### src/rtl/video_timing_gen.sv
// Raster timing generator: issues pixel fetch requests ahead of the output and
// realigns the returned RGB with latency-matched sync, DE and start flags.
module video_timing_gen #(
  parameter int COLOR_WIDTH = 8,
  parameter int H_ACTIVE    = 720,
  parameter int H_FP        = 16,
  parameter int H_SYNC      = 62,
  parameter int H_BP        = 60,
  parameter int V_ACTIVE    = 480,
  parameter int V_FP        = 9,
  parameter int V_SYNC      = 6,
  parameter int V_BP        = 30,
  parameter int LATENCY     = 2,
  localparam int H_TOTAL    = H_ACTIVE + H_FP + H_SYNC + H_BP,
  localparam int V_TOTAL    = V_ACTIVE + V_FP + V_SYNC + V_BP,
  localparam int HW         = $clog2(H_TOTAL),
  localparam int VW         = $clog2(V_TOTAL)
) (
  input  logic                   CLK,
  input  logic                   RESET,
  input  logic                   ENABLE,
  output logic                   REQ,
  output logic [HW-1:0]          REQ_X,
  output logic [VW-1:0]          REQ_Y,
  input  logic [COLOR_WIDTH-1:0] R_IN,
  input  logic [COLOR_WIDTH-1:0] G_IN,
  input  logic [COLOR_WIDTH-1:0] B_IN,
  output logic [COLOR_WIDTH-1:0] R,
  output logic [COLOR_WIDTH-1:0] G,
  output logic [COLOR_WIDTH-1:0] B,
  output logic                   HS_n,
  output logic                   VS_n,
  output logic                   DE,
  output logic                   FRAME_START,
  output logic                   LINE_START,
  output logic                   state_dbg
);

  localparam int H_SYNC_BEG = H_ACTIVE + H_FP;
  localparam int H_SYNC_END = H_SYNC_BEG + H_SYNC;
  localparam int V_SYNC_BEG = V_ACTIVE + V_FP;
  localparam int V_SYNC_END = V_SYNC_BEG + V_SYNC;

  typedef enum logic {
    IDLE = 1'b0,
    RUN  = 1'b1
  } state_t;

  typedef struct packed {
    logic act;
    logic hs;
    logic vs;
    logic fs;
    logic ls;
  } flags_t;

  state_t        state;
  state_t        state_next;
  logic          running;

  logic [HW-1:0] h;
  logic [VW-1:0] v;
  int            h_i;
  int            v_i;
  logic          h_last;
  logic          v_last;
  logic          frame_last;

  flags_t        raw;
  flags_t        pipe [0:LATENCY];
  logic          rgb_act;

  assign h_i        = 32'(h);
  assign v_i        = 32'(v);
  assign h_last     = (h_i == H_TOTAL - 1);
  assign v_last     = (v_i == V_TOTAL - 1);
  assign frame_last = h_last && v_last;

  // State register
  always_ff @(posedge CLK) begin
    if (RESET) begin
      state <= IDLE;
    end else begin
      state <= state_next;
    end
  end

  // Leaving RUN is only allowed on the last pixel of a frame so frames are never torn.
  always_comb begin
    state_next = state;
    case (state)
      IDLE:    if (ENABLE) state_next = RUN;
      RUN:     if (frame_last && !ENABLE) state_next = IDLE;
      default: state_next = IDLE;
    endcase
  end

  always_comb begin
    running   = (state == RUN);
    state_dbg = running;
  end

  always_ff @(posedge CLK) begin
    if (RESET || !running) begin
      h <= '0;
      v <= '0;
    end else if (h_last) begin
      h <= '0;
      v <= v_last ? '0 : v + VW'(1);
    end else begin
      h <= h + HW'(1);
    end
  end

  // Raw per-pixel flags; all zero while idle so the delay line drains cleanly.
  always_comb begin
    raw = '0;
    if (running) begin
      raw.act = (h_i < H_ACTIVE) && (v_i < V_ACTIVE);
      raw.hs  = (h_i >= H_SYNC_BEG) && (h_i < H_SYNC_END);
      raw.vs  = (v_i >= V_SYNC_BEG) && (v_i < V_SYNC_END);
      raw.fs  = raw.act && (h_i == 0) && (v_i == 0);
      raw.ls  = raw.act && (h_i == 0);
    end
  end

  assign REQ   = raw.act;
  assign REQ_X = running ? h : '0;
  assign REQ_Y = running ? v : '0;

  always_ff @(posedge CLK) begin
    if (RESET) begin
      for (int i = 0; i <= LATENCY; i++) pipe[i] <= '0;
    end else begin
      pipe[0] <= raw;
      for (int i = 1; i <= LATENCY; i++) pipe[i] <= pipe[i-1];
    end
  end

  // The RGB register sits one stage ahead of the flag outputs, where source data is valid.
  generate
    if (LATENCY == 0) begin : g_tap_raw
      assign rgb_act = raw.act;
    end else begin : g_tap_pipe
      assign rgb_act = pipe[LATENCY-1].act;
    end
  endgenerate

  always_ff @(posedge CLK) begin
    if (RESET || !rgb_act) begin
      R <= '0;
      G <= '0;
      B <= '0;
    end else begin
      R <= R_IN;
      G <= G_IN;
      B <= B_IN;
    end
  end

  assign DE          = pipe[LATENCY].act;
  assign HS_n        = ~pipe[LATENCY].hs;
  assign VS_n        = ~pipe[LATENCY].vs;
  assign FRAME_START = pipe[LATENCY].fs;
  assign LINE_START  = pipe[LATENCY].ls;

endmodule

### config.mk
export PLATFORM = sky130hd
export DESIGN_NAME = video_timing_gen
export DESIGN_NICKNAME = d
export VERILOG_FILES = /design/src/rtl/video_timing_gen.sv
export SDC_FILE = /design/constraint.sdc
export NUM_CORES = 1
export LEC_CHECK = 0
export CORE_ASPECT_RATIO = 1.1
export CORE_MARGIN = 2
export CORE_UTILIZATION = 48
export DETAILED_ROUTE_END_ITERATION = 6
export GPL_TIMING_DRIVEN = 0
export PLACE_DENSITY = 0.84
export SLEW_MARGIN = 20
export SYNTH_ARGS = -nofsm -noshare
export SYNTH_HDL_FRONTEND = slang
export SYNTH_SLANG_ARGS = --single-unit
### constraint.sdc
create_clock -name CLK -period 4 [get_ports CLK]
set_input_delay 1 -clock CLK [delete_from_list [all_inputs] [get_ports CLK]]
set_output_delay 1 -clock CLK [all_outputs]
set_load 0.005 [all_outputs]
==> flow_summary.toml, run 1 <==
[detailed_routing]
drt-pass1-iter-count = 4
post_drt_wl_per_cell_um = 12.9
ant_nets = 0
via_count = 1930
routed_wirelength_mm = 5.06
drc_errors = 0
drt_iter0_markers = 105
via_per_inst = 4.92

[cts]
cts_buffer_depth = 2
cts_htree_levels = 3
tritoncts = "built"
clock_sinks = 60
cts_setup_buffers = 0
ctsResizeCount = 0
path_clk_slew_ps = 60
cts_hold_buffers = 0
clk_latency_ps = 330
cts_root_buffer = "clkbuf_8"
cts_buffers = 9

[finish]
layout-drive-gt1-share_pct = 7.74
final_cells = 392
stdcell_area_um2 = 3360
layout_commonest_cell = "clkdlybuf4s50_1"
final_cell_mix = "77 x clkdlybuf4s50_1, 60 x dfxtp_1, 43 x and2_1"
area_growth_pct = 44.3
fillers = 336
antenna_cells = 0
finish.net_count = 367

[sta]
fin_skew_ps = 9.23
relSlewSlack_pct = 62.8
tightest_slew_ps = 553
setup-tns-final_ps = 0
setup_violations = 0
period_minus_slack_ps = 2950
fmax_ghz = 0.339
hold_viol = 0
rsz0062_at_grt = "no"
timing.final.crit_share_pct = 73.8
drv_slew = 0

[setup_path]
startpoint_type = "register"
r2r_start = "h[4]$_SDFF_PP0_"
crit_arrival_ps = 1950
r2r_setup_slack_ps = 1990
worst_setup_path_end_kind = "primary output"
criticalPathCategory = "reg -> out"
r2r_end = "state_dbg$_SDFF_PP0_"
required_ps = 3000
reg2regPathDepth = 6
crit_fanout = 8

[grt]
antenna_found_initial = 0
grt_max_degree = 11
gr-usage-all-layers_pct = 20.1
grt_pass1_wl_mm = 8.38
overflow = 0
grt_pass1_vias = 1771

[min_path]
hp-class = "reg -> reg"
worst_hold_path.endpoint = "pipe[0][9]$_SDFF_PP0_"
hp-start = "pipe[0][4]$_SDFF_PP0_"
whs_path_depth = 1

[logic_synthesis]
syn_inst = 245
seq_area_frac_synth_pct = 51.6
async_reset_ff_share_pct = 0
yosys_most_used_dff = "dfxtp_1"
synth_edf_count = 0
ys_types = 35
syn_avg_cell_area_um2 = 9.49
yosys_warnings = 0
ys_seq_elements = 60
syn-cell-area_um2 = 2330
syn-num-nets = 279

[die]
die_h_um = 77.0
design.die.area_um2 = 5420
num_rows = 26
die_x_um = 70.4
ioPinCount = 78
initial_core_util_pct = 50.0
fp.coreArea_um2 = 4650

[placed_design]
post_dp_cell_area_um2 = 3170
io_buffers = 77
place_congestion = 0.788
dp_hpwl_mm = 3.71
dp_cells = 378

[run]
maxCapViolCount = 0

[status]
status = "finished clean"

[power]
p_leak_uw = 0.00128
peakVddDrop_uv = 188
p_total_uw = 1210
powerDensity_nw_per_um2 = 359
-- critical path: stages, from the launching register on --
cell and delay, ps:
dfxtp_1 290, buf_2 150, o211a_1 210, o21ai_0 210, and4b_1 230, clkdlybuf4s50_1 530
-- worst max-delay path by stage --
stage                                from                    end  slack (ps)  cells past startpoint
after global routing      h[4]$_SDFF_PP0_                    REQ         920                      5
after CTS                 h[4]$_SDFF_PP0_                    REQ        1020                      5
after floorplan           h[4]$_SDFF_PP0_                    REQ        2000                      4
after detailed placement            RESET  pipe[0][2]$_SDFF_PP0_        1390                      5
final                     h[4]$_SDFF_PP0_                    REQ        1050                      5
after global placement    h[4]$_SDFF_PP0_                    REQ        1400                      5
-- power by group --
part	internal (uW)	switching [uW]	leakage (uW)
Sequential	608	4.38	0.000486
Clock	314	213	0.0000983
Combinational	42.4	24.7	0.000692
Total	964	242	0.00128
-- synth_stat cells (4+ instances only) --
library cell	n	area share [%]
nor3_1	6	1.3
and2_1	43	12
buf_2	4	0.86
nor2b_1	13	3.5
clkbuf_1	6	0.97
nand4_1	6	1.6
nor2_1	19	3.1
inv_1	11	1.8
xnor2_1	11	4.1
nor4_1	6	1.6
nand2_1	6	0.97
dfxtp_1	60	52
nand3_1	12	2.6
o21ai_0	5	1.1
ha_1	7	3.8
-- kinds of logic (layout without fill, tap and decap cells) --
logic type | after synthesis | in the layout | share of synthesized area, %
xor+xnor | 14 | 14 | 5.27
fa+ha+maj | 7 | 7 | 3.77
flops | 60 | 60 | 51.6
compound gates | 13 | 13 | 3.55
simple gates | 125 | 125 | 30.8
buf+inv | 26 | 117 | 5.00
-- layer usage --
layer / global-route usage, % / up-vias / part of all wire, % / wire length, um
met5: 0 / - / 0 / 0
met4: 8.46 / 0 / 1.4 / 69
met3: 7.36 / 7 / 8.2 / 413
met2: 31.6 / 85 / 46 / 2320
met1: 24.8 / 864 / 45 / 2260
li1: - / 974 / - / -
-- registers in the layout, indices dropped and copies added (netlist names) --
register,cells
B,8
G,8
R,8
h,10
pipe,15
state_dbg,1
v,10
-- per-stage QoR --
stage	hold WS, ps	util, %	setup slack [ps]
6_report	435	72.2	1050
3_5_place_dp	427	68.1	1390
2_1_floorplan	414	-	2000
3_3_place_gp	418	68.1	1400
5_1_grt	456	72.2	923
4_1_cts	437	72.2	1020
-- area by class of cell --
cell class	instances	area [um^2]	share of cell area (%)
flip-flops and latches	60	1200	35.8
multi-input cells	159	1010	30.0
inverters	11	41.3	1.23
clock buffers	12	155	4.62
plain buffers	15	75.1	2.24
well taps	56	70.1	2.09
repair buffers	77	771	23.0
clock inverters	2	35.0	1.04
Power figures use the tool's default switching activity.
==> run 2, diff against run 1 <==
--- a/config.mk
+++ b/config.mk
@@ -7,10 +7,10 @@
 export LEC_CHECK = 0
 export CORE_ASPECT_RATIO = 1.1
 export CORE_MARGIN = 2
-export CORE_UTILIZATION = 48
+export CORE_UTILIZATION = 45
 export DETAILED_ROUTE_END_ITERATION = 6
 export GPL_TIMING_DRIVEN = 0
-export PLACE_DENSITY = 0.84
+export PLACE_DENSITY = 0.79
 export SLEW_MARGIN = 20
 export SYNTH_ARGS = -nofsm -noshare
 export SYNTH_HDL_FRONTEND = slang
==> constraint.sdc (replaced) <==
create_clock -name CLK -period 3 [get_ports CLK]
set_input_delay 0.75 -clock CLK [delete_from_list [all_inputs] [get_ports CLK]]
set_output_delay 0.75 -clock CLK [all_outputs]
set_load 0.005 [all_outputs]
==> run 2 against run 1 <==
Against the previous run: utilization shrank 5.1 points; sequential cell count is the same; clock power grew 29%; largest cell class unchanged; setup slack lost 790 ps; via count shrank 1.6%; worst hold slack lost 1.2 ps; clock-buffer cell count shrank 1.
==> flow_summary.toml, run 2 (synthesized netlist as in run 1, its figures left out) <==
[status]
status = "finished clean"

[sta]
fmax_ghz = 0.364
hold_viol = 0
timing.hold.ws_ps = 434
rsz0062_at_grt = "no"
setup_violations = 0
tightest_slew_ps = 576
setup-tns-final_ps = 0
timing.final.crit_share_pct = 91.6
drv_slew = 0
relSlewSlack_pct = 61.2
period_minus_slack_ps = 2750
fin_skew_ps = 4.21

[placed_design]
dp_cells = 380
io_buffers = 77
post_dp_cell_area_um2 = 3170
dp_hpwl_mm = 3.37
place_congestion = 0.792

[cts]
ctsResizeCount = 0
path_clk_slew_ps = 60
clk_latency_ps = 330
tritoncts = "built"
cts_hold_buffers = 0
cts_buffers = 9
cts_buffer_depth = 2
cts_setup_buffers = 0
cts_root_buffer = "clkbuf_8"
cts_htree_levels = 3
clock_sinks = 60

[min_path]
hp-class = "reg -> reg"
whs_path_depth = 1

[grt]
antenna_found_initial = 0
gr-usage-all-layers_pct = 17.8
grt_pass1_vias = 1701
overflow = 0
grt_max_degree = 11
grt_pass1_wl_mm = 7.87

[setup_path]
r2r_end = "state_dbg$_SDFF_PP0_"
worst_setup_path_end_kind = "primary output"
cp.buffers_inverters = 2
crit_fanout = 8
critPathLaunch = "h[4]$_SDFF_PP0_"
max_stage_delay_ps = 520
startpoint_type = "register"
path_cells = "buf_2 -> o211a_1 -> o21ai_0 -> and4b_1 -> clkdlybuf4s50_1"
cp_num_cells = 5
critPathCapture = "REQ"
crit_path_top_delay_cell = "clkdlybuf4s50_1"
r2r_setup_slack_ps = 970
required_ps = 2250
crit_arrival_ps = 2000
reg2regPathDepth = 6
r2r_start = "h[4]$_SDFF_PP0_"
criticalPathCategory = "reg -> out"
cp_top_family = "buffers and inverters"

[detailed_routing]
drc_errors = 0
via_count = 1900
drt_iter0_markers = 76
ant_nets = 0
post_drt_wl_per_cell_um = 12.4
via_per_inst = 4.80
drt-pass1-iter-count = 4
routed_wirelength_mm = 4.90

[power]
p_total_uw = 1590
powerDensity_nw_per_um2 = 473
peakVddDrop_uv = 236
p_leak_uw = 0.00127

[die]
die_h_um = 79.4
initial_core_util_pct = 46.5
die_x_um = 72.6
num_rows = 27
design.die.area_um2 = 5760
fp.coreArea_um2 = 5000
ioPinCount = 78

[finish]
regMostFlops = "pipe"
layout-drive-gt1-share_pct = 7.99
largestRegisters = "pipe: 15 flops, h: 10 flops, v: 10 flops"
stdcell_area_um2 = 3350
finish.net_count = 367
fillers = 431
final_cell_mix = "77 x clkdlybuf4s50_1, 60 x dfxtp_1, 43 x and2_1"
area_growth_pct = 44.2
largest_reg_flops = 15
final_cells = 396
antenna_cells = 0
layout_commonest_cell = "clkdlybuf4s50_1"

[run]
maxCapViolCount = 0
run 2: how the worst min path moves through the flow:
stage | start | to | slack [ps]
after floorplan | pipe[0][5]$_SDFF_PP0_ | pipe[0][10]$_SDFF_PP0_ | 410
after global placement | pipe[0][3]$_SDFF_PP0_ | pipe[0][8]$_SDFF_PP0_ | 420
after detailed placement | pipe[0][4]$_SDFF_PP0_ | pipe[0][9]$_SDFF_PP0_ | 420
after CTS | pipe[0][4]$_SDFF_PP0_ | pipe[0][9]$_SDFF_PP0_ | 440
after global routing | pipe[0][4]$_SDFF_PP0_ | pipe[0][9]$_SDFF_PP0_ | 460
final | pipe[0][4]$_SDFF_PP0_ | pipe[0][9]$_SDFF_PP0_ | 430
run 2: cell type report:
type	count	area [um^2]	area share [%]
sequential	60	1200	35.8
multi-input combinational	159	1010	30.1
timing repair buffer	77	771	23.0
clock buffer	11	131	3.92
buffer	15	75.1	2.24
tap	58	72.6	2.16
clock inverter	5	52.6	1.57
inverter	11	41.3	1.23
run 2: per-stage QoR:
stage | util, % | setup slack, ps
2_1_floorplan | - | 1250
3_3_place_gp | 63.4 | 632
3_5_place_dp | 63.4 | 604
4_1_cts | 67.1 | 242
5_1_grt | 67.1 | 123
6_report | 67.1 | 253
run 2: worst reg2reg max path, stage by stage (launching register included):
cell and delay (ps):
dfxtp_1 300, buf_2 180, nand4_1 260, or3_1 420
buf_1 160, o21ai_2 400, o21ai_0 160
run 2: power by group:
part	switching, uW	internal, uW
registers	5.47	810
logic	33.3	56.5
clock network	302	380
run 2: layer usage:
layer | vias up | part of all wire [%] | track usage [%]
met1 | 849 | 48 | 22.9
met2 | 73 | 43 | 27.6
met3 | 7 | 7.3 | 5.18
met4 | 0 | 1.2 | 7.78
met5 | - | 0 | 0
li1 | 971 | - | -
